$ cat config.mk
export PLATFORM = sky130hd
export DESIGN_NAME = alu_dispatch
export DESIGN_NICKNAME = d
export VERILOG_FILES = /design/src/rtl/alu_dispatch.sv
export SDC_FILE = /design/constraint.sdc
export NUM_CORES = 1
export LEC_CHECK = 0
export CAP_MARGIN = 20
export CORE_MARGIN = 3
export CORE_UTILIZATION = 44
export DETAILED_ROUTE_END_ITERATION = 6
export PLACE_DENSITY = 0.84
export SYNTH_ARGS = -nofsm -noshare
export SYNTH_HDL_FRONTEND = slang
export SYNTH_SLANG_ARGS = --single-unit
$ cat constraint.sdc
create_clock -name clk -period 5.95 [get_ports clk]
set_input_delay 0.8925 -clock clk [delete_from_list [all_inputs] [get_ports clk]]
set_output_delay 0.8925 -clock clk [all_outputs]
set_load 0.1 [all_outputs]
$ cat src/rtl/alu_dispatch.sv
// rtl/alu_dispatch.sv - RV32I ALU-instruction decode/dispatch front end for a registered ALU
//
// Accepts one R-/I-type ALU instruction with its rs1/rs2 values. Legal encodings are
// decoded into a registered ALU opcode and operands. The one-cycle registered ALU
// result is captured and returned with rd. Illegal encodings skip the ALU and are
// returned at once with res_illegal set and res_data cleared.
//
// Ports:
//   clk, rst_n                  clock, asynchronous active-low reset
//   in_valid/in_ready           instruction handshake (in_ready high only in IDLE)
//   in_instr, in_rs1_val,
//   in_rs2_val                  instruction word and register operands
//   alu_a, alu_b, alu_op        registered drive to the external ALU
//   alu_out                     ALU result, valid one cycle after alu_* are driven
//   res_valid/res_ready         result handshake
//   res_data, res_rd,
//   res_illegal                 result value, destination register, illegal flag

module alu_dispatch #(
    parameter int DATA_W       = 32,
    parameter bit CHECK_FUNCT7 = 1'b1
) (
    input  logic              clk,
    input  logic              rst_n,
    input  logic              in_valid,
    output logic              in_ready,
    input  logic [31:0]       in_instr,
    input  logic [DATA_W-1:0] in_rs1_val,
    input  logic [DATA_W-1:0] in_rs2_val,
    output logic [DATA_W-1:0] alu_a,
    output logic [DATA_W-1:0] alu_b,
    output logic [3:0]        alu_op,
    input  logic [DATA_W-1:0] alu_out,
    output logic              res_valid,
    input  logic              res_ready,
    output logic [DATA_W-1:0] res_data,
    output logic [4:0]        res_rd,
    output logic              res_illegal
);

    localparam logic [3:0] OP_ADD  = 4'b0000;
    localparam logic [3:0] OP_SUB  = 4'b0001;
    localparam logic [3:0] OP_AND  = 4'b0100;
    localparam logic [3:0] OP_OR   = 4'b0101;
    localparam logic [3:0] OP_XOR  = 4'b0110;
    localparam logic [3:0] OP_SLL  = 4'b1000;
    localparam logic [3:0] OP_SRL  = 4'b1010;
    localparam logic [3:0] OP_SRA  = 4'b1011;
    localparam logic [3:0] OP_SLT  = 4'b1100;
    localparam logic [3:0] OP_SLTU = 4'b1101;

    localparam logic [6:0] OPC_R = 7'b0110011;
    localparam logic [6:0] OPC_I = 7'b0010011;
    localparam logic [6:0] F7_ALT = 7'b0100000;

    typedef enum logic [1:0] {
        S_IDLE,
        S_ISSUE,
        S_WAIT,
        S_DONE
    } state_t;

    state_t state, state_nxt;

    // ------------------------------------------------------------------
    // Decode
    // ------------------------------------------------------------------
    logic [6:0]        opc;
    logic [2:0]        f3;
    logic [6:0]        f7;
    logic              is_r, is_i;
    logic              f7_zero, f7_alt, alt;
    logic              is_shift_i;
    logic              dec_illegal;
    logic [3:0]        dec_op;
    logic [DATA_W-1:0] dec_b;

    // rs1 field is not needed: the rs1 value arrives already read
    logic unused_rs1_field;
    assign unused_rs1_field = ^in_instr[19:15];

    assign opc = in_instr[6:0];
    assign f3  = in_instr[14:12];
    assign f7  = in_instr[31:25];

    always_comb begin
        is_r        = (opc == OPC_R);
        is_i        = (opc == OPC_I);
        f7_zero     = (f7 == 7'b0000000);
        f7_alt      = (f7 == F7_ALT);
        // With funct7 checking off, only bit 5 selects SUB/SRA
        alt         = CHECK_FUNCT7 ? f7_alt : f7[5];
        is_shift_i  = is_i && ((f3 == 3'b001) || (f3 == 3'b101));

        dec_op      = OP_ADD;
        dec_b       = '0;
        dec_illegal = 1'b0;

        if (is_r) begin
            dec_b = in_rs2_val;
        end else if (is_shift_i) begin
            dec_b = {{(DATA_W-5){1'b0}}, in_instr[24:20]};
        end else begin
            dec_b = {{(DATA_W-12){in_instr[31]}}, in_instr[31:20]};
        end

        case (f3)
            3'b000:  dec_op = (is_r && alt) ? OP_SUB : OP_ADD;
            3'b001:  dec_op = OP_SLL;
            3'b010:  dec_op = OP_SLT;
            3'b011:  dec_op = OP_SLTU;
            3'b100:  dec_op = OP_XOR;
            3'b101:  dec_op = alt ? OP_SRA : OP_SRL;
            3'b110:  dec_op = OP_OR;
            default: dec_op = OP_AND;
        endcase

        if (!is_r && !is_i) begin
            dec_illegal = 1'b1;
        end else if (CHECK_FUNCT7) begin
            if (is_r && !f7_zero && !(f7_alt && ((f3 == 3'b000) || (f3 == 3'b101)))) begin
                dec_illegal = 1'b1;
            end
            if (is_i && (f3 == 3'b001) && !f7_zero) begin
                dec_illegal = 1'b1;
            end
            if (is_i && (f3 == 3'b101) && !f7_zero && !f7_alt) begin
                dec_illegal = 1'b1;
            end
        end
    end

    // ------------------------------------------------------------------
    // FSM
    // ------------------------------------------------------------------
    logic accept;
    assign accept = (state == S_IDLE) && in_valid;

    always_ff @(posedge clk or negedge rst_n) begin
        if (!rst_n) begin
            state <= S_IDLE;
        end else begin
            state <= state_nxt;
        end
    end

    always_comb begin
        state_nxt = state;
        in_ready  = 1'b0;
        res_valid = 1'b0;
        case (state)
            S_IDLE: begin
                in_ready = 1'b1;
                if (in_valid) begin
                    state_nxt = dec_illegal ? S_DONE : S_ISSUE;
                end
            end
            S_ISSUE: state_nxt = S_WAIT;
            S_WAIT:  state_nxt = S_DONE;
            S_DONE: begin
                res_valid = 1'b1;
                if (res_ready) begin
                    state_nxt = S_IDLE;
                end
            end
            default: state_nxt = S_IDLE;
        endcase
    end

    // ------------------------------------------------------------------
    // Datapath registers
    // ------------------------------------------------------------------
    // ALU drive is held between ops because the ALU has no enable; only a
    // legal accept updates it.
    always_ff @(posedge clk or negedge rst_n) begin
        if (!rst_n) begin
            alu_a       <= '0;
            alu_b       <= '0;
            alu_op      <= OP_ADD;
            res_data    <= '0;
            res_rd      <= '0;
            res_illegal <= 1'b0;
        end else begin
            if (accept) begin
                res_rd      <= in_instr[11:7];
                res_illegal <= dec_illegal;
                res_data    <= '0;
                if (!dec_illegal) begin
                    alu_a  <= in_rs1_val;
                    alu_b  <= dec_b;
                    alu_op <= dec_op;
                end
            end
            // ALU registered the ISSUE-cycle operands; its output is valid now
            if (state == S_WAIT) begin
                res_data <= alu_out;
            end
        end
    end

endmodule

### After elaboration in Yosys (flattened, before gate mapping)

Cells that the tools add are included.

* input port bits: 132
* flip-flop bits (word level): 108
* word-level logic and storage cells: 64
* output and inout port bits: 108

* bitwise gates (word level): 1
* reductions and logical operators: 25
* equality and inequality tests: 14
* mux-type cells: 17

Operators with widths (count)
* $mux W32: 4
* $pmux W4 S7: 1
* $eq A7 B6 Y1 const B: 2
* $logic_and A1 B1 Y1: 12
* $eq A3 B3 Y1 const B: 3
* $mux W1: 8
* $pmux W2 S4: 1
* $eq A7 B5 Y1 const B: 1
* $logic_not A7 Y1: 1
* $eq A3 B2 Y1 const B: 2
* $mux W2: 3
* $logic_not A1 Y1: 5
* $eq A2 B2 Y1 const B: 2
* $ne A2 B2 Y1 const B: 2
* $reduce_and A2 Y1: 2
* $eq A3 B1 Y1 const B: 1
* $logic_not A3 Y1: 1
* $eq A2 B1 Y1 const B: 1
* $logic_not A2 Y1: 1
* $logic_or A1 B1 Y1: 2
* $reduce_bool A2 Y1: 1
* $not A1 Y1: 1

### Longest topological paths before layout

* depth in word-level cells: 12
* gate-level depth with buffers: 8
* depth with buffers taken out: 6

### Worst setup path before layout

OpenSTA, ideal clock, no wires.

* kind: flip-flop to flip-flop
* from: register state[0]
* to: register alu_a[0]
* setup time: 0.126 ns
* stages on the path, launching flop included: 9
* clock period less this slack: 2.754 ns
* slack: 3.196 ns
* data required time: 5.824 ns
* buffers on the path: 2
* arrival: 2.627 ns
* cell sequence: dfrtp_1 > inv_1 > ha_1 > nand2_1 > nor4b_1 > and4_1 > buf_6 > buf_12 > mux2_4

* word-level cells in the longest chain between the ends: 3

Ends and longest elaborated chain
* start, declared: RTL line 63 `state_t state, state_nxt;`
* start signal, assigned: RTL line 143 `state <= state_nxt;`
* $logic_not A2 Y1: RTL line 137 `assign accept = (state == S_IDLE) && in_valid;`
* $logic_and A1 B1 Y1: RTL line 137
* $reduce_and A2 Y1 (no source line)
* end signal, assigned: RTL line 189 `alu_a <= in_rs1_val;`
* end, declared: RTL line 30 `output logic [DATA_W-1:0] alu_a,`

No other way between the ends.
A chain may end at the register's enable or synchronous reset.

### Worst setup path in the final report

* from: input port in_instr[31]
* to: register alu_a[22]

* word-level cells in the longest chain between the ends: 10
* elaborated cells between the ends (all ways): 17
* those cells by class: 1 x eq/ne; 4 x mux; 1 x bitwise; 11 x reduce/logical

Ends and longest elaborated chain
* start, declared: RTL line 27 `input logic [31:0] in_instr,`
* $eq A7 B6 Y1 / $logic_not A7 Y1 (equally long branches): RTL line 90, 89
* $logic_and A1 B1 Y1 / $logic_not A1 Y1 (equally long branches): RTL line 121, 124, 127
* $logic_not A1 Y1 / $logic_and A1 B1 Y1 (equally long branches): RTL line 121 `if (is_r && !f7_zero && !(f7_alt && ((f3 == 3'b000) || (f3 == 3'b101)))) begin`
* $logic_and A1 B1 Y1: RTL line 121
* $mux W1: RTL line 121
* $mux W1: RTL line 124 `if (is_i && (f3 == 3'b001) && !f7_zero) begin`
* $mux W1 *: RTL line 127 `if (is_i && (f3 == 3'b101) && !f7_zero && !f7_alt) begin`
* $mux W1 *: RTL line 118 `if (!is_r && !is_i) begin`
* $not A1 Y1 (no source line) *
* $reduce_and A2 Y1 (no source line) *

Every way passes the cells marked *; elsewhere a longest branch is shown, timed or not.

==> impl_results.rst <==
.. list-table::
   :header-rows: 1

   * - Metric
     - Value
   * - Standard cell area after detailed placement
     - ~7300 sq um
   * - Number of synthesized flops with an enable pin
     - 0
   * - Final max-slew violation count
     - 0
   * - Sink Count
     - 108
   * - Commonest register cell after synthesis
     - dfrtp_1
   * - Power per cell area
     - around 440 nW/um^2
   * - H-tree levels
     - 3
   * - Number of post-CTS setup repair buffers
     - 0
   * - Hold Vio Cnt, Final
     - 0
   * - Max capacitance violation total
     - 0
   * - Slew of the pin with the lowest slew margin
     - just over 1000 ps
   * - Synthesis-to-layout area growth
     - 53.4%
   * - Asr flop ratio synth
     - between 90% and 100%
   * - Detailed-route wire length per cell
     - 18.5 um
   * - Final std cell area, no fill
     - 7660 sq um
   * - Horizontal die dimension
     - 113 um
   * - Post-layout instance count excluding filler cells
     - between 700 and 800
   * - Number of buffers inserted during clock tree synthesis
     - 9
   * - Setup TNS
     - 0 ps
   * - Starting utilization of the core area
     - 45.5%
   * - Warnings from Yosys
     - 0
   * - DRT Wirelength
     - 13900 um
   * - Cell row count
     - 38
   * - Number of input and output port buffers inserted
     - 234
   * - Cell area after synthesis
     - around 5000 sq um
   * - Unrepaired setup endpoints after global routing
     - no
   * - Worst setup skew after layout
     - roughly 9 ps
   * - Highest-count cells in the layout ignoring fill and taps
     - 233 x clkdlybuf4s50_1, 108 x dfrtp_1, 68 x nand2_1
   * - Cells after Synth
     - 382
   * - Final setup violation count
     - 0
   * - TritonCTS clock tree
     - built
   * - Count of cell types in the netlist
     - 36
   * - Outcome
     - finished clean
   * - Data required time at the worst endpoint
     - 6170 ps
   * - Cells resized by post-CTS repair
     - 0
   * - Post-cts hold buffer count
     - 0
   * - Worst endpoint data arrival time
     - 4100 ps
   * - Fill cells
     - around 800
   * - Final weighted congestion of routability-driven global placement
     - between 0.8 and 0.9
   * - Storage element area
     - 2700 sq um
   * - Routed via count
     - ~3800
   * - Post-route fraction of the period consumed by the critical path
     - 65.2%
   * - Mean cell area of the mapped netlist
     - around 13 sq um
   * - Net total in the final layout
     - approximately 740
   * - HPWL reported at the end of detailed placement
     - 10100 um
   * - First-pass GRT wire length
     - 22100 um
   * - Combined area of the multi-input logic cells
     - 2060 sq um
   * - Relative max-transition margin
     - between 30 and 40%
   * - Commonest non-fill, non-tap cell in the layout
     - clkdlybuf4s50_1
   * - Number of placed instances with taps included
     - between 700 and 800
   * - Maximum number of buffers from clock root to sink
     - 2
   * - Share of cells above drive strength 1
     - 16.3%
   * - Largest net degree at the start of global routing
     - 66
   * - Die Height
     - around 110 um
   * - Vias in the first global route
     - 4217
   * - Shortest period the worst path allows
     - 3880 ps
   * - Overflow after GRT
     - 0
   * - Kind of capture point of the worst setup path
     - register
   * - Vias per cell
     - 5.11
   * - Post-synthesis sequential element count
     - 108
   * - Type of the setup path with the least slack
     - input pin to register
   * - Io pins
     - 240
   * - Post-synthesis sequential area ratio
     - a little over half
   * - Clk root buf
     - clkbuf_16
   * - Core ar.
     - 11000 sq um
   * - Clock latency at the later pin of the worst-skew pair
     - 340 ps
   * - Type of origin of the critical path
     - input pin
   * - Worst supply voltage drop on vdd
     - 0.494 mV
   * - Mapped Nets
     - between 500 and 600
   * - Antenna viol nets, final
     - 0
   * - Die area
     - 12700 sq um
   * - Worst Path Max Fanout
     - 30
   * - Antenna violations before repair
     - 0
   * - GRT Overall Usage
     - between 20 and 25%
   * - First-pass iteration count of the detailed router
     - 6
   * - Path class of the lowest-slack min-delay path
     - register to register
   * - DRT iter0 DRCs
     - approximately 150
   * - Leakage
     - roughly 3.3 nW
   * - Total inserted antenna cells
     - 0
   * - Post-route DRC violation count
     - 0
   * - Reg clk slew, reported paths
     - 70 ps
   * - Fmax
     - 258 MHz
[synth_stat cells, types with 2 or more instances]
master | count | share of area [%]
dfrtp_1 | 108 | 54
nand2_1 | 68 | 5.1
mux2_4 | 66 | 20
o21ai_1 | 32 | 3.2
a22o_1 | 27 | 4.7
clkbuf_1 | 19 | 1.4
buf_12 | 7 | 2.8
inv_1 | 7 | 0.53
mux2_1 | 5 | 1.1
mux2_2 | 5 | 1.1
a21oi_1 | 4 | 0.40
nor2b_1 | 4 | 0.50
ha_1 | 3 | 0.75
a31oi_1 | 2 | 0.25
mux2i_1 | 2 | 0.40
nor3_1 | 2 | 0.20
nor4b_1 | 2 | 0.35
[metal layers]
metal / share of wire (%) / track usage [%]
met5: 0 / 0
met3: 9.4 / 8.73
met4: 1.2 / 5.69
met2: 51 / 39.1
met1: 38 / 24.8
[path summary, 6_finish.rpt]
kind                       cells past startpoint                    end  slack [ps]                  start
setup / recovery                               6  alu_a[22]$_DFFE_PN0P_        2070           in_instr[31]
hold / removal                                 1  res_rd[0]$_DFFE_PN0P_         500  res_rd[0]$_DFFE_PN0P_
setup reg to reg                               7  alu_a[22]$_DFFE_PN0P_        2950   state[0]$_DFFE_PN0P_
hold reg to reg                                1  res_rd[0]$_DFFE_PN0P_         500  res_rd[0]$_DFFE_PN0P_
max in group asynchronous                      2  alu_b[24]$_DFFE_PN0P_        4170                  rst_n
min in group asynchronous                      1  alu_b[25]$_DFFE_PN0P_         540                  rst_n
[critical path: stages]
cell	delay (ps)
clkdlybuf4s50_1	860
or2_2	530
o311ai_2	310
and4_4	650
buf_4	480
mux2_4	340
[where the power goes]
part           switching [W]  total (W)  internal, W
sequential         0.0000853   0.000967     0.000882
clock               0.000248   0.000592     0.000344
combinational        0.00138    0.00184     0.000460
total                0.00171    0.00340      0.00169
[logic make-up after synthesis]
family / synth area share (%)
AO/OA/AOI/OAI: 10.0
buffers and inverters: 5.08
XOR/XNOR: 0.175
adder cells (fa/ha/maj): 0.751
multiplexers: 22.5
flip-flops: 54.1
AND/OR/NAND/NOR: 7.41
[stage by stage]
stage	total power (W)	utilization, %	worst slack (ps)	hold WS (ps)
after floorplan	0.00232	-	3200	500
after global placement	0.00277	66.8	1860	475
after detailed placement	0.00281	66.8	1760	493
after CTS	0.00341	69.5	2120	505
after global routing	0.00353	69.8	1930	526
final	0.00340	69.8	2070	497
[sequential cells by signal, summed over array words and instances (netlist names)]
register,flops
alu_a,32
alu_b,32
res_data,32
res_rd,5
alu_op,4
state,2
res_illegal,1
[cell type report]
cell class / count / share of cell area [%]
Inverter: 7 / 0.343
Sequential cell: 108 / 35.3
Timing Repair Buffer: 241 / 31.5
Tap cell: 140 / 2.29
Clock inverter: 2 / 0.457
Multi-Input combinational cell: 239 / 26.8
Clock buffer: 12 / 3.35
Note: power is estimated with default switching activity, not from simulation.
